## src/rtl/memory_read_streamer.sv

```systemverilog
`default_nettype none
// ---------------------------------------------------------------------------------------------
// memory_read_streamer: streams i_words 64-bit reads from a byte address as valid/ready beats.
// Optional MEMORY_READ_STREAMER_STATS_EN enables the saturating handshake counter. Rev 1.0
// ---------------------------------------------------------------------------------------------
module memory_read_streamer #(
  parameter int ADDR_WIDTH = 8,
  parameter int LEN_WIDTH  = 8,
  parameter int FIFO_DEPTH = 4
) (
  input  logic                  i_clk,
  input  logic                  i_areset,
  input  logic                  i_start,
  input  logic                  i_abort,
  input  logic [ADDR_WIDTH+2:0] i_addr,
  input  logic [LEN_WIDTH-1:0]  i_words,
  output logic                  o_busy,
  output logic                  o_done,
  output logic                  o_error,
  output logic                  o_mem_read_64,
  output logic [ADDR_WIDTH-1:0] o_mem_addr_hi,
  output logic [2:0]            o_mem_addr_lo,
  input  logic                  i_mem_busy,
  input  logic                  i_mem_error,
  input  logic [63:0]           i_mem_data,
  output logic [63:0]           o_tdata,
  output logic                  o_tvalid,
  output logic                  o_tlast,
  input  logic                  i_tready,
  output logic [31:0]           o_read_count
);

  localparam int PTR_W = (FIFO_DEPTH > 1) ? $clog2(FIFO_DEPTH) : 1;
  localparam int CNT_W = PTR_W + 1;
  localparam int CRD_W = CNT_W + 1;
  localparam logic [CRD_W-1:0] c_LIMIT = CRD_W'(FIFO_DEPTH);

  localparam logic [1:0] c_ST_IDLE  = 2'd0;
  localparam logic [1:0] c_ST_RUN   = 2'd1;
  localparam logic [1:0] c_ST_DRAIN = 2'd2;
  localparam logic [1:0] c_ST_ERROR = 2'd3;

  logic [1:0]            state_q, state_d;
  logic [ADDR_WIDTH-1:0] hi_q, hi_d;
  logic [2:0]            lo_q, lo_d;
  logic [LEN_WIDTH-1:0]  left_q, left_d;
  logic                  inflight_q, inflight_d;
  logic                  inflight_last_q, inflight_last_d;
  logic                  done_q, done_d;

  logic [PTR_W-1:0]      wr_ptr_q, rd_ptr_q;
  logic [CNT_W-1:0]      count_q;
  logic [63:0]           fifo_data_q [FIFO_DEPTH];
  logic                  fifo_last_q [FIFO_DEPTH];

  logic                  w_tvalid;
  logic                  w_pop;
  logic                  w_push;
  logic                  w_flush;
  logic                  w_head_last;
  logic                  w_issue;
  logic                  w_last_read;
  logic [CRD_W-1:0]      w_credit;

  assign w_tvalid    = (count_q != '0);
  assign w_pop       = w_tvalid & i_tready;
  assign w_flush     = i_abort | i_mem_error;
  assign w_push      = inflight_q & ~w_flush;
  assign w_head_last = fifo_last_q[rd_ptr_q];
  assign w_last_read = (left_q == LEN_WIDTH'(1));

  // Slots already owed to the FIFO; a same-cycle pop frees one before the new read is counted.
  assign w_credit = {1'b0, count_q} + {{CNT_W{1'b0}}, inflight_q} - {{CNT_W{1'b0}}, w_pop};
  assign w_issue  = (state_q == c_ST_RUN) & ~i_mem_busy & (left_q != '0) & (w_credit < c_LIMIT);

  always_comb begin
    state_d         = state_q;
    hi_d            = hi_q;
    lo_d            = lo_q;
    left_d          = left_q;
    inflight_d      = w_issue;
    inflight_last_d = w_issue & w_last_read;
    done_d          = 1'b0;

    if (w_issue) begin
      hi_d   = hi_q + ADDR_WIDTH'(1);
      left_d = left_q - LEN_WIDTH'(1);
    end

    case (state_q)
      c_ST_IDLE: begin
        if (i_start) begin
          if (i_words == '0) begin
            done_d = 1'b1;
          end else begin
            state_d = c_ST_RUN;
            hi_d    = i_addr[ADDR_WIDTH+2:3];
            lo_d    = i_addr[2:0];
            left_d  = i_words;
          end
        end
      end
      c_ST_RUN: begin
        if (w_issue && w_last_read) begin
          state_d = c_ST_DRAIN;
        end
      end
      c_ST_DRAIN: begin
        if (w_pop && w_head_last) begin
          state_d = c_ST_IDLE;
          done_d  = 1'b1;
        end
      end
      c_ST_ERROR: begin
        if (i_start) begin
          state_d = c_ST_IDLE;
        end
      end
      default: state_d = c_ST_IDLE;
    endcase

    if (i_mem_error) begin
      state_d         = c_ST_ERROR;
      left_d          = '0;
      inflight_d      = 1'b0;
      inflight_last_d = 1'b0;
      done_d          = 1'b0;
    end

    if (i_abort) begin
      state_d         = c_ST_IDLE;
      left_d          = '0;
      inflight_d      = 1'b0;
      inflight_last_d = 1'b0;
      done_d          = 1'b0;
    end
  end

  always_ff @(posedge i_clk or posedge i_areset) begin
    if (i_areset) begin
      state_q         <= c_ST_IDLE;
      hi_q            <= '0;
      lo_q            <= '0;
      left_q          <= '0;
      inflight_q      <= 1'b0;
      inflight_last_q <= 1'b0;
      done_q          <= 1'b0;
    end else begin
      state_q         <= state_d;
      hi_q            <= hi_d;
      lo_q            <= lo_d;
      left_q          <= left_d;
      inflight_q      <= inflight_d;
      inflight_last_q <= inflight_last_d;
      done_q          <= done_d;
    end
  end

  always_ff @(posedge i_clk or posedge i_areset) begin
    if (i_areset) begin
      wr_ptr_q <= '0;
      rd_ptr_q <= '0;
      count_q  <= '0;
    end else if (w_flush) begin
      wr_ptr_q <= '0;
      rd_ptr_q <= '0;
      count_q  <= '0;
    end else begin
      if (w_push) begin
        wr_ptr_q <= wr_ptr_q + PTR_W'(1);
      end
      if (w_pop) begin
        rd_ptr_q <= rd_ptr_q + PTR_W'(1);
      end
      count_q <= count_q + CNT_W'(w_push) - CNT_W'(w_pop);
    end
  end

  // Storage needs no reset: entries are only visible while count_q says they are valid.
  always_ff @(posedge i_clk) begin
    if (w_push) begin
      fifo_data_q[wr_ptr_q] <= i_mem_data;
      fifo_last_q[wr_ptr_q] <= inflight_last_q;
    end
  end

  assign o_busy        = (state_q != c_ST_IDLE);
  assign o_done        = done_q;
  assign o_error       = (state_q == c_ST_ERROR);
  assign o_mem_read_64 = w_issue;
  assign o_mem_addr_hi = hi_q;
  assign o_mem_addr_lo = lo_q;
  assign o_tvalid      = w_tvalid;
  assign o_tdata       = w_tvalid ? fifo_data_q[rd_ptr_q] : 64'd0;
  assign o_tlast       = w_tvalid & w_head_last;

`ifdef MEMORY_READ_STREAMER_STATS_EN
  logic [31:0] read_count_q;

  always_ff @(posedge i_clk or posedge i_areset) begin
    if (i_areset) begin
      read_count_q <= '0;
    end else if (w_pop && (read_count_q != 32'hFFFF_FFFF)) begin
      read_count_q <= read_count_q + 32'd1;
    end
  end

  assign o_read_count = read_count_q;
`else
  assign o_read_count = 32'd0;
`endif

endmodule
`default_nettype wire

```

## config.mk

```make
export PLATFORM = sky130hd
export DESIGN_NAME = memory_read_streamer
export DESIGN_NICKNAME = d
export VERILOG_FILES = /design/src/rtl/memory_read_streamer.sv
export SDC_FILE = /design/constraint.sdc
export NUM_CORES = 1
export LEC_CHECK = 0
export BUFFER_PORTS_ARGS = -buffer_cell sky130_fd_sc_hd__buf_2
export CELL_PAD_IN_SITES_DETAIL_PLACEMENT = 0
export CELL_PAD_IN_SITES_GLOBAL_PLACEMENT = 2
export CORE_MARGIN = 3
export CORE_UTILIZATION = 40
export CTS_BUF_LIST = sky130_fd_sc_hd__clkbuf_8
export DETAILED_ROUTE_END_ITERATION = 6
export HOLD_SLACK_MARGIN = 0.1
export PLACE_DENSITY = 0.8
export SLEW_MARGIN = 20
export SYNTH_ARGS = -nofsm -noshare
export SYNTH_HDL_FRONTEND = slang
export SYNTH_SLANG_ARGS = --single-unit
```

## constraint.sdc

```tcl
create_clock -name i_clk -period 3.35 [get_ports i_clk]
set_clock_uncertainty 0.2 [all_clocks]
set_input_delay 0.67 -clock i_clk [delete_from_list [all_inputs] [get_ports i_clk]]
set_output_delay 0.67 -clock i_clk [all_outputs]
set_load 0.02 [all_outputs]
```

==> impl_metrics.json <==
{
  "hp-class": "input pin to register",
  "yosysWarnings": 0,
  "ant_nets": 0,
  "async_flop_share_pct": 10.7,
  "p_comb_share_pct": 5.3,
  "die-area_um2": 31900,
  "cts_buffer_depth": 3,
  "power_mw": 7.04,
  "powerDensity_nw_per_um2": 483,
  "htreeDepth": 2,
  "slew_violations": 0,
  "place_inst": 1210,
  "fill_cells": 2463,
  "grt_pass1_vias": 6931,
  "placed_area_um2": 13500,
  "area_growth_pct": 22.1,
  "synth_enable_flop_cells": 260,
  "yosysTopAreaCellShare_pct": 65.4,
  "post-route-period-util_pct": 106,
  "crit_required_ns": 2.48,
  "yosysTopAreaCell": "edfxtp_1",
  "pwr-share-seq_pct": 57.3,
  "ys.flop_type": "edfxtp_1",
  "clock_power_share_pct": 37.4,
  "io_buffers": 170,
  "synthTopCellsByArea": "edfxtp_1 (65%), mux4_2 (12%), dfrtp_1 (6.5%), and2_1 (3.7%), buf_4 (2.0%)",
  "netlist_area_um2": 11900,
  "drc_errors": 0,
  "place_hpwl_um": 16000,
  "n_antenna_cell": 0,
  "pre_cts_slack_ns": 0.0930,
  "max_slew_margin_pct": 53.5,
  "start_util_pct": 41.1,
  "setup_viol": 1,
  "cap_viol_max_count": 0,
  "crit_fanout": 2,
  "yosysMostFrequentCell": "edfxtp_1",
  "drtIter0Drc": 334,
  "yosys-top-cells-count": "edfxtp_1 (260), and2_1 (71), mux4_2 (65)",
  "ir_worst_vdd_mv": 0.263,
  "cp.arrival_ns": 2.67,
  "gp_congestion": 0.780,
  "grt_pass1_wl_um": 38400,
  "nets": 1008,
  "worstSkewPairLatency_ns": 0.55,
  "antenna_found_initial": 0,
  "period_needed_ns": 3.54,
  "startpoint_type": "register",
  "status": "finished, violations left",
  "die_y_um": 179,
  "clock-root-buffer": "clkbuf_8",
  "worstMarginPinSlew_ns": 0.698,
  "synth-seq-cells": 291,
  "final_area_um2": 14600,
  "avgRoutedWirePerCell_um": 18.9,
  "drtPass1Iterations": 4,
  "dr_total_vias": 6659,
  "clock.fmax_mhz": 283,
  "row_count": 62,
  "routed_wl_um": 25000,
  "setup_tns_ns": -0.187,
  "stdcell_count": 1319,
  "setup_ws_ns": -0.187,
  "yosysUniqueCellTypes": 46,
  "failed_checks": "setup timing",
  "overflow": 0,
  "grt_use_total_pct": 15.6,
  "power.leakage_nw": 5.37,
  "cts-buffers-inserted": 48,
  "switching_share_pct": 22.2,
  "power.internal_mw": 5.47,
  "clkTransAtPathRegs_ns": 0.05,
  "p_switching_mw": 1.56,
  "syn_avg_cell_area_um2": 18.2,
  "rsz0062_at_grt": "true",
  "ys_seq_area_share_pct": 71.9,
  "ioPinCount": 203,
  "grt_max_degree": 67,
  "cts_tree": "done",
  "clock_sinks": 291,
  "finalHoldViolations": 0,
  "setup.worst_path.end_class": "primary output",
  "viasPerCell": 5.05,
  "die_x_um": 179,
  "core_um2": 29000,
  "final_layout_size_suffix_gt1_share_pct": 37.1,
  "worstSetupPathType": "register to primary output",
  "synth_cells": 657
}
-- critical path: stages (launching register included) --
cell      delay (ns)
dfrtp_1         0.37
or3_4           0.39
and2_4          0.16
ha_4            0.15
inv_2           0.05
ha_4            0.18
and3b_2         0.21
o211a_1         0.23
o21ai_2         0.16
clkinv_2        0.09
buf_6           0.13
-- state kept, by name, indices dropped and copies added, names as in the netlist --
register,flops
count_q,3
fifo_data_q,256
fifo_last_q,4
inflight_last_q,1
inflight_q,1
left_q,8
o_done,1
o_mem_addr_hi,8
o_mem_addr_lo,3
rd_ptr_q,2
state_q,2
wr_ptr_q,2
-- power groups by stage --
stage	registers [mW]	logic, mW	clock network, mW
6_report	4.03	0.373	2.63
3_5_place_dp	4.10	0.352	0
3_3_place_gp	4.10	0.345	0
4_1_cts	4.03	0.373	2.73
2_1_floorplan	4.13	0.187	0
5_1_grt	4.03	0.414	2.90
-- logic make-up after synthesis --
group / share of synthesized area [%]
xor gates and xnor gates: 0.587
muxes: 12.5
other: 0.0314
adders and majority gates: 1.53
and+or+nand+nor: 7.07
buffers and inverters: 3.78
DFF: 71.9
AOI/OAI and AO/OA: 2.54
-- through the flow --
| step | hold slack (ns) | utilization, % |
|---|---|---|
| after floorplan | 0.255 | - |
| after global routing | 0.107 | 50.2 |
| after detailed placement | 0.266 | 46.4 |
| after CTS | 0.100 | 50.0 |
| final | 0.146 | 50.2 |
| after global placement | 0.261 | 46.4 |
-- cell type report --
class	count	area (um^2)	share of cell area [%]
flip-flops and latches	291	8590	59.0
multi-input cells	315	3070	21.1
repair buffers	230	1560	10.7
clock buffers	49	674	4.63
well taps	384	480	3.30
clock inverters	32	131	0.902
inverters	18	68.8	0.472
-- final timing paths --
path	from	end	slack, ns	cells past startpoint
hold / removal	i_mem_data[3]	fifo_data_q[0][3]	0.15	1
hold reg to reg	o_mem_addr_lo[1]	o_mem_addr_lo[1]	0.28	2
setup / recovery	count_q[0]	o_mem_read_64	-0.19	10
min in group asynchronous	i_areset	o_mem_addr_lo[0]	0.57	4
setup reg to reg	count_q[0]	left_q[4]	0.41	13
max in group asynchronous	i_areset	rd_ptr_q[0]	2.02	4
-- routing by layer --
metal  up-vias  GRT usage [%]  share of wire, %
met5         -              0                 0
met4         0           4.77               2.1
met3        41           3.94               7.7
met2       251           25.2                47
met1      3377           21.0                43
li1       2990              -                 -
-- layout by cell type, fill, tap and decap left out, drive strengths merged, types with 9 or more instances in the layout --
cell type,instances
ha,13
dfrtp,31
clkinv,10
o21ai,11
and2,71
nor2,18
a31oi,9
inv,37
buf,211
edfxtp,260
clkbuf,49
mux4,65
dlygate4sd3,19
nand2,20
conb,32
-- timing repair --
| item | 4_1_cts | 5_1_grt |
|---|---|---|
| resized for setup | 10 | 0 |
| setup buffers | 3 | 6 |
| setup endpoints to repair | 1 | 3 |
| hold buffers | 19 | 0 |
| pin swaps | 5 | 2 |
| hold endpoints to repair | 86 | 0 |
Note: power is estimated with default switching activity, not from simulation.
